<file path="src/rtl/axi3_pkg.sv">
// Shared AXI3 write-path types and helpers.
package axi3_pkg;

    typedef enum logic [1:0] {
        BURST_FIXED = 2'b00,
        BURST_INCR  = 2'b01,
        BURST_WRAP  = 2'b10
    } burst_e;

    typedef enum logic [1:0] {
        RESP_OKAY   = 2'b00,
        RESP_EXOKAY = 2'b01,
        RESP_SLVERR = 2'b10,
        RESP_DECERR = 2'b11
    } resp_e;

    typedef enum logic [1:0] {
        WR_IDLE = 2'd0,
        WR_ADDR = 2'd1,
        WR_DATA = 2'd2,
        WR_RESP = 2'd3
    } wr_state_e;

    localparam int AXI3_MAX_LEN = 16;

    function automatic int strb_width(input int dw);
        return dw / 8;
    endfunction

    // WRAP bursts are only legal with 2, 4, 8 or 16 beats.
    function automatic logic wrap_len_ok(input logic [3:0] len);
        return (len == 4'd1) || (len == 4'd3) || (len == 4'd7) || (len == 4'd15);
    endfunction

endpackage

</file>
<file path="src/rtl/axi3_wr_timeout.sv">
// Loadable down-counter guarding the write-response wait.
module axi3_wr_timeout #(
    parameter int TIMEOUT = 256
) (
    input  logic clk,
    input  logic rst,
    input  logic load,
    input  logic clear,
    input  logic en,
    output logic expire
);

    generate
        if (TIMEOUT == 0) begin : g_off
            logic unused_in;
            assign unused_in = ^{clk, rst, load, clear, en};
            assign expire    = 1'b0;
        end else begin : g_on
            localparam int CW = (TIMEOUT > 1) ? $clog2(TIMEOUT) : 1;
            localparam logic [CW-1:0] LOAD_VAL = CW'(TIMEOUT - 1);

            logic [CW-1:0] cnt;
            logic          armed;

            // Loaded at the last W beat, so expiry lands on the TIMEOUT-th wait cycle.
            always_ff @(posedge clk or posedge rst) begin
                if (rst) begin
                    cnt   <= '0;
                    armed <= 1'b0;
                end else if (clear) begin
                    armed <= 1'b0;
                end else if (load) begin
                    cnt   <= LOAD_VAL;
                    armed <= 1'b1;
                end else if (armed && en) begin
                    if (cnt == '0) armed <= 1'b0;
                    else           cnt   <= cnt - 1'b1;
                end
            end

            assign expire = armed & en & (cnt == '0);
        end
    endgenerate

endmodule

</file>
<file path="src/rtl/axi3_master_wr_ctrl.sv">
// AXI3 master write controller: one burst at a time through AW, W and B.
module axi3_master_wr_ctrl
    import axi3_pkg::*;
#(
    parameter int DATAWIDTH = 32,
    parameter int ADDRWIDTH = 32,
    parameter int IDWIDTH   = 4,
    parameter int SIZE      = 3,
    parameter int TIMEOUT   = 256,
    localparam int STRBWIDTH = strb_width(DATAWIDTH)
) (
    input  logic                 clk,
    input  logic                 rst,
    input  logic                 cmd_valid,
    output logic                 cmd_ready,
    input  logic [ADDRWIDTH-1:0] cmd_addr,
    input  logic [IDWIDTH-1:0]   cmd_id,
    input  logic [3:0]           cmd_len,
    input  logic [SIZE-1:0]      cmd_size,
    input  logic [SIZE-2:0]      cmd_burst,
    input  logic                 wd_valid,
    output logic                 wd_ready,
    input  logic [DATAWIDTH-1:0] wd_data,
    input  logic [STRBWIDTH-1:0] wd_strb,
    output logic [IDWIDTH-1:0]   AWid,
    output logic [ADDRWIDTH-1:0] AWaddr,
    output logic [3:0]           AWlen,
    output logic [SIZE-1:0]      AWsize,
    output logic [SIZE-2:0]      AWburst,
    output logic                 AWvalid,
    input  logic                 AWready,
    output logic [IDWIDTH-1:0]   Wid,
    output logic [DATAWIDTH-1:0] WData,
    output logic [STRBWIDTH-1:0] WStrb,
    output logic                 WLast,
    output logic                 Wvalid,
    input  logic                 Wready,
    input  logic [IDWIDTH-1:0]   Bid,
    input  logic [1:0]           Bresp,
    input  logic                 Bvalid,
    output logic                 Bready,
    output logic                 done,
    output logic [1:0]           resp,
    output logic                 err
);

    localparam logic [1:0] S_IDLE = WR_IDLE;
    localparam logic [1:0] S_ADDR = WR_ADDR;
    localparam logic [1:0] S_DATA = WR_DATA;
    localparam logic [1:0] S_RESP = WR_RESP;

    localparam int            MAX_SIZE = $clog2(STRBWIDTH);
    localparam logic [SIZE-2:0] B_WRAP = (SIZE-1)'(BURST_WRAP);

    logic [1:0]           state;
    logic [ADDRWIDTH-1:0] lat_addr;
    logic [IDWIDTH-1:0]   lat_id;
    logic [3:0]           lat_len;
    logic [SIZE-1:0]      lat_size;
    logic [SIZE-2:0]      lat_burst;
    logic [3:0]           beat_cnt;

    logic in_data, w_fire, last_fire, b_fire, tmo_expire, bad_cmd;

    assign cmd_ready = (state == S_IDLE);
    assign AWvalid   = (state == S_ADDR);
    assign in_data   = (state == S_DATA);
    assign Bready    = (state == S_RESP);

    assign AWid    = lat_id;
    assign AWaddr  = lat_addr;
    assign AWlen   = lat_len;
    assign AWsize  = lat_size;
    assign AWburst = lat_burst;

    // W is a straight pass-through of the local beat stream, gated to the data phase.
    assign Wvalid   = in_data & wd_valid;
    assign wd_ready = in_data & Wready;
    assign WData    = in_data ? wd_data : '0;
    assign WStrb    = in_data ? wd_strb : '0;
    assign WLast    = in_data & (beat_cnt == lat_len);
    assign Wid      = lat_id;

    assign w_fire    = Wvalid & Wready;
    assign last_fire = w_fire & WLast;
    assign b_fire    = Bready & Bvalid;

    // Illegal commands still go out on the bus; the slave answers with SLVERR.
    assign bad_cmd = (32'(cmd_size) > 32'(MAX_SIZE)) ||
                     ((cmd_burst == B_WRAP) && !wrap_len_ok(cmd_len));

    axi3_wr_timeout #(.TIMEOUT(TIMEOUT)) u_tmo (
        .clk    (clk),
        .rst    (rst),
        .load   (last_fire),
        .clear  (b_fire),
        .en     (Bready),
        .expire (tmo_expire)
    );

    always_ff @(posedge clk or posedge rst) begin
        if (rst) begin
            state     <= S_IDLE;
            lat_addr  <= '0;
            lat_id    <= '0;
            lat_len   <= '0;
            lat_size  <= '0;
            lat_burst <= '0;
            beat_cnt  <= '0;
            done      <= 1'b0;
            resp      <= 2'b00;
            err       <= 1'b0;
        end else begin
            done <= 1'b0;
            case (state)
                S_IDLE: begin
                    if (cmd_valid) begin
                        lat_addr  <= cmd_addr;
                        lat_id    <= cmd_id;
                        lat_len   <= cmd_len;
                        lat_size  <= cmd_size;
                        lat_burst <= cmd_burst;
                        beat_cnt  <= '0;
                        err       <= bad_cmd;
                        state     <= S_ADDR;
                    end
                end
                S_ADDR: begin
                    if (AWready) state <= S_DATA;
                end
                S_DATA: begin
                    if (w_fire) begin
                        beat_cnt <= beat_cnt + 4'd1;
                        if (WLast) state <= S_RESP;
                    end
                end
                S_RESP: begin
                    // A response arriving on the expiry cycle takes priority.
                    if (Bvalid) begin
                        resp  <= Bresp;
                        err   <= err | (Bresp != 2'b00) | (Bid != lat_id);
                        done  <= 1'b1;
                        state <= S_IDLE;
                    end else if (tmo_expire) begin
                        resp  <= RESP_SLVERR;
                        err   <= 1'b1;
                        done  <= 1'b1;
                        state <= S_IDLE;
                    end
                end
                default: state <= S_IDLE;
            endcase
        end
    end

endmodule

</file>
<file path="config.mk">
export PLATFORM = sky130hd
export DESIGN_NAME = axi3_master_wr_ctrl
export DESIGN_NICKNAME = d
export VERILOG_FILES = /design/src/rtl/axi3_pkg.sv /design/src/rtl/axi3_wr_timeout.sv /design/src/rtl/axi3_master_wr_ctrl.sv
export SDC_FILE = /design/constraint.sdc
export NUM_CORES = 1
export LEC_CHECK = 0
export ABC_AREA = 1
export CAP_MARGIN = 10
export CORE_MARGIN = 5
export CORE_UTILIZATION = 42
export DETAILED_ROUTE_END_ITERATION = 7
export GPL_TIMING_DRIVEN = 0
export PLACE_DENSITY = 0.93
export SYNTH_ARGS = -nofsm -noshare
export SYNTH_HDL_FRONTEND = slang
export SYNTH_SLANG_ARGS = --single-unit
</file>
<file path="constraint.sdc">
create_clock -name clk -period 5.65 [get_ports clk]
set_input_delay 0.565 -clock clk [delete_from_list [all_inputs] [get_ports clk]]
set_output_delay 0.565 -clock clk [all_outputs]
set_load 0.005 [all_outputs]
</file>
==> results of run 1 <==
[layer usage]
metal | vias to the layer above | global-route usage | share of wire
met5 | - | 0 | 0
li1 | 1638 | - | -
met3 | 26 | 0.0917 | 0.097
met2 | 144 | 0.383 | 0.53
met4 | 0 | 0.0756 | 0.022
met1 | 1541 | 0.228 | 0.36
[area by class of cell]
cell class                      instances  area, µm²  area share
Timing Repair Buffer                  189       1910       0.338
Sequential cell                        64       1600       0.283
Multi-Input combinational cell        247       1440       0.255
Inverter                               80        300      0.0531
Tap cell                              105        131      0.0232
Clock buffer                            9        124      0.0219
Buffer                                 14       76.3      0.0135
Clock inverter                          7       71.3      0.0126
[synthesized netlist by cell type (all sizes together)]
| cell | n | area share |
|---|---|---|
| nand3b | 1 | 0.0022 |
| o21ai | 13 | 0.019 |
| mux2 | 37 | 0.12 |
| ha | 8 | 0.029 |
| nor3 | 2 | 0.0029 |
| nand3 | 30 | 0.047 |
| inv | 80 | 0.088 |
| buf | 9 | 0.017 |
| nor2 | 24 | 0.033 |
| dfrtp | 64 | 0.47 |
| or2 | 2 | 0.0037 |
| clkbuf | 5 | 0.0055 |
| nand2 | 115 | 0.13 |
| a21oi | 8 | 0.012 |
| nand4 | 5 | 0.014 |
| xor2 | 2 | 0.0051 |
[tightest hold or removal path, stage by stage (launching register included)]
cell	delay (ns)
dfrtp_1	0.35
nand2_1	0.05
o21ai_0	0.07
[kinds of logic (layout without fill, tap and decap cells)]
logic type / Yosys count / count (layout) / synth area share
simple gates: 179 / 179 / 0.235
buf+inv: 94 / 299 / 0.110
flops: 64 / 64 / 0.468
mux: 37 / 37 / 0.122
compound gates: 21 / 21 / 0.0307
fa+ha+maj: 8 / 8 / 0.0293
xor+xnor: 2 / 2 / 0.00512
[per-stage QoR]
stage / util / instance area, µm²
2_1_floorplan: - / 3420
3_3_place_gp: 0.671 / 5430
3_5_place_dp: 0.675 / 5460
4_1_cts: 0.699 / 5660
5_1_grt: 0.699 / 5660
6_report: 0.699 / 5660
[state kept, by name (all words and copies together), names as in the netlist]
| signal | flops |
|---|---|
| AWaddr | 32 |
| AWid | 4 |
| beat_cnt | 4 |
| resp | 2 |
| done | 1 |
| state | 2 |
| u_tmo.g_on.cnt | 8 |
| AWlen | 4 |
| u_tmo.g_on.armed | 1 |
| AWburst | 2 |
| AWsize | 3 |
| err | 1 |
[report_power, final]
| group | internal [µW] | switching [µW] |
|---|---|---|
| combinational | 845 | 630 |
| sequential | 673 | 150 |
| clock | 203 | 186 |
| total | 1720 | 966 |
[path summary, 6_finish.rpt]
| path | startpoint | cells past startpoint | slack (ns) | end |
|---|---|---|---|---|
| max | state[0] | 7 | 2.82 | WData[7] |
| min | AWburst[0] | 2 | 0.50 | AWburst[0] |
| max reg2reg | state[0] | 5 | 3.83 | AWburst[1] |
| min reg2reg | AWburst[0] | 2 | 0.50 | AWburst[0] |
| max in group asynchronous | rst | 3 | 4.28 | u_tmo.g_on.armed |
| min in group asynchronous | rst | 2 | 0.75 | AWaddr[30] |
[placed cells by master (no fill, tap or decap), drive strengths merged, types with 3 or more instances in the layout]
cell             n
clkbuf          14
clkdlybuf4s50  188
dfrtp           64
ha               8
inv             81
nand3           30
nand2          115
nand4            5
a21oi            8
o21ai           13
clkinvlp         3
mux2            37
buf             10
nor2            24
==> impl_metrics.json, run 1 <==
{
  "outcome": "completed",
  "rsz0062_at_grt": "no",
  "cts_sinks": 64,
  "syn-num-nets": 507,
  "io_buffers": 188,
  "ys.warnings.count": 0,
  "viasPerCell": 4.68,
  "root_buffer": "clkbuf_8",
  "postRouteAntennaNets": 0,
  "hold_slack_ns": 0.503,
  "drv_cap": 0,
  "start_kind": "flop",
  "vdd_drop_max_mv": 0.363,
  "path_buf_inv": 5,
  "syn_inst": 405,
  "drv_slew": 0,
  "cp_slowest_stage_delay_ns": 0.51,
  "dr.pass1.iters": 5,
  "overflow": 0,
  "cp_cell_sequence": "inv_1 -> ha_1 -> buf_4 -> clkbuf_1 -> nand2_1 -> inv_1 -> clkdlybuf4s50_1",
  "finalWorstPathRequiredPeriod_ns": 2.83,
  "worst-setup-path-type": "flop to primary output",
  "post-route-period-util": 0.501,
  "wirelength_mm": 10.6,
  "cp.arrival_ns": 2.26,
  "crit_required_ns": 5.09,
  "max_slew_margin": 0.396,
  "globalplace.congestion": 0.797,
  "cts_buffer_depth": 2,
  "critical_path.top_delay_family": "buffers and inverters",
  "antenna_cells": 0,
  "worst_setup_path_end_kind": "primary output",
  "die_h_um": 100,
  "hold_path_class": "flop to flop",
  "grt_pass1_vias": 3611,
  "cts_max_level": 3,
  "design.die.area_um2": 10100,
  "initial_core_util": 0.423,
  "max_freq_ghz": 0.353,
  "powerDensity_nw_per_um2": 475,
  "stdcell_count": 715,
  "cpMostUsedCell": "inv_1",
  "tns_ns": 0,
  "drc": 0,
  "grt_max_degree": 43,
  "synth-seq-area-share": 0.468,
  "cts_made_buffers": 9,
  "drive_gt1_frac": 0.138,
  "nFillCells": 598,
  "nets": 707,
  "placed_cells": 699,
  "cts_setup_buffers": 0,
  "die_w_um": 100,
  "worst_pin_slew_ns": 0.904,
  "cts_hold_buf": 0,
  "grt_first_pass_wirelength_mm": 17.1,
  "wire_per_inst_um": 14.8,
  "track_usage": 0.216,
  "io_pins": 189,
  "path_clk_slew_ns": 0.07,
  "p_total_uw": 2690,
  "cts_tree": "yes",
  "ys_types": 23,
  "syn-cell-area_um2": 3420,
  "antenna_found_initial": 0,
  "synth.ff_latch_count": 64,
  "vias": 3349,
  "clock_latency_ns": 0.34,
  "dp_slack_ns": 3.19,
  "p_leak_uw": 0.00283,
  "setup_viol": 0,
  "hpwl_mm": 8.57,
  "cts_resized": 0,
  "core_um2": 8090,
  "worstPathMaxFanout": 10,
  "num_rows": 33,
  "critPathSlowestCell": "clkdlybuf4s50_1",
  "hold_violations": 0,
  "drt-initial-drc-count": 191,
  "area_growth_pct": 65.4,
  "syn_area_per_cell_um2": 8.45,
  "setup_ws_ns": 2.82,
  "skew_ns": 0.00740
}
No activity file was read; power rests on OpenSTA's default activity.
==> run 2: changes to the inputs <==
CORE_UTILIZATION = 35   (was 42)
PLACE_DENSITY = 0.84   (was 0.93)
clock period = 2.4 ns   (was 5.65 ns; I/O delays follow)
==> impl_metrics.json, run 2 (synthesis gave the netlist of run 1 again) <==
{
  "postRouteAntennaNets": 0,
  "die_h_um": 109,
  "drv_cap": 0,
  "drv_slew": 0,
  "finalWorstPathRequiredPeriod_ns": 2.24,
  "critical_path.top_delay_family": "buffers and inverters",
  "largest_reg_flops": 32,
  "hold_violations": 0,
  "layout_commonest_cell": "clkdlybuf4s50_1",
  "critPathSlowestCell": "clkdlybuf4s50_1",
  "overflow": 0,
  "cp.arrival_ns": 2.00,
  "viasPerCell": 4.46,
  "powerDensity_nw_per_um2": 1100,
  "hold_path_class": "primary input to asynchronous set/reset pin",
  "place_area_um2": 5490,
  "cts_sinks": 64,
  "rrSetupSlack_ns": 0.58,
  "io_buffers": 188,
  "core_um2": 9640,
  "grt_pass1_vias": 3540,
  "drc": 0,
  "wirelength_mm": 10.3,
  "drive_gt1_frac": 0.143,
  "antenna_cells": 0,
  "initial_core_util": 0.355,
  "layout_common_cells": "clkdlybuf4s50_1, nand2_1, inv_1",
  "rr_worst_depth": 5,
  "path_clk_slew_ns": 0.07,
  "die_w_um": 109,
  "switching_share": 0.354,
  "track_usage": 0.177,
  "clock_latency_ns": 0.35,
  "vdd_drop_max_mv": 0.625,
  "cts_hold_buf": 0,
  "grt_first_pass_wirelength_mm": 16.4,
  "skew_ns": 0.00505,
  "cp_cell_sequence": "inv_2 -> ha_1 -> buf_4 -> clkbuf_4 -> nand2_1 -> inv_1 -> clkdlybuf4s50_1",
  "pwr-share-comb": 0.551,
  "wire_per_inst_um": 13.9,
  "worstPathMaxFanout": 10,
  "worst_setup_path_end_kind": "primary output",
  "p_leak_uw": 0.00284,
  "design.die.area_um2": 11900,
  "worst_pin_slew_ns": 0.592,
  "power.switching_uw": 2220,
  "drt-initial-drc-count": 157,
  "setup_ws_ns": 0.157,
  "area_growth_pct": 66.3,
  "dp_slack_ns": 0.280,
  "vias": 3314,
  "outcome": "completed",
  "cp_slowest_stage_delay_ns": 0.51,
  "crit_cells": 7,
  "start_kind": "flop",
  "cp-endpoint": "WData[7]",
  "cts_max_level": 3,
  "placed_cells": 727,
  "root_buffer": "clkbuf_8",
  "cts_tree": "yes",
  "share_seq_of_total_power": 0.308,
  "post-route-period-util": 0.935,
  "rsz0062_at_grt": "no",
  "setup_viol": 0,
  "cts_made_buffers": 9,
  "globalplace.congestion": 0.830,
  "dr.pass1.iters": 4,
  "max_slew_margin": 0.605,
  "worst-setup-path-type": "flop to primary output",
  "path_buf_inv": 5,
  "antenna_found_initial": 0,
  "timing.rr.start": "state[0]",
  "nets": 707,
  "fin_util": 0.590,
  "final_area_um2": 5690,
  "max_freq_ghz": 0.446,
  "grt_max_degree": 40,
  "num_rows": 36,
  "io_pins": 189,
  "crit_required_ns": 2.16,
  "startpoint": "state[0]",
  "hpwl_mm": 8.31,
  "intPower_uw": 4050,
  "clkPwrFrac": 0.140,
  "cts_buffer_depth": 2,
  "stdcell_count": 743,
  "crit-reg2reg-capture": "AWsize[1]"
}
-- run 2: changes by cell type in the layout (fill, tap and decap cells not counted), sizes merged --
cell	previous run	this run
inv	81	80
clkinvlp	3	1
bufinv	1	0
buf	10	12
clkbuf	14	17
clkinv	2	1
-- run 2: worst min path at each step --
stage                 endpoint  slack (ns)  depth (start not counted)
CTS                 AWaddr[12]        0.28                          2
detailed placement  AWburst[0]        0.48                          2
global route        AWaddr[12]        0.30                          2
floorplan              resp[0]        0.36                          2
finish              AWaddr[12]        0.27                          2
global placement    AWburst[0]        0.47                          2
-- run 2: layout make-up --
cell class              instances  area [µm²]
fillers                       846        3950
repair buffers                189        1900
flip-flops and latches         64        1600
multi-input cells             247        1440
inverters                      80         300
clock buffers                  14         173
well taps                     133         166
plain buffers                  14        91.3
clock inverters                 2        12.5
-- run 2: per-layer routing --
metal,routed length (µm),part of all wire,global-route usage
met1,3840,0.37,0.187
met2,5290,0.51,0.310
met3,891,0.086,0.0681
met4,287,0.028,0.0812
met5,0,0,0
-- run 2: metrics by stage --
step	hold WS [ns]	power, µW	TNS, ns
6_report	0.274	6270	0
5_1_grt	0.301	6820	0
4_1_cts	0.280	6320	0
3_5_place_dp	0.480	5400	0
3_3_place_gp	0.471	5260	-33.41
2_1_floorplan	0.357	3550	0
-- run 2: power groups by stage --
stage | combinational, µW | clock (µW) | sequential (µW)
floorplan | 1630 | 0 | 1930
global placement | 3340 | 0 | 1920
detailed placement | 3450 | 0 | 1950
CTS | 3480 | 897 | 1940
global route | 3850 | 956 | 2020
finish | 3460 | 880 | 1930
-- run 2: what timing repair did --
item,in CTS,in global routing
setup buffers,0,0
gates cloned,0,0
resized for setup,4,11
endpoints found under the setup margin,37,37
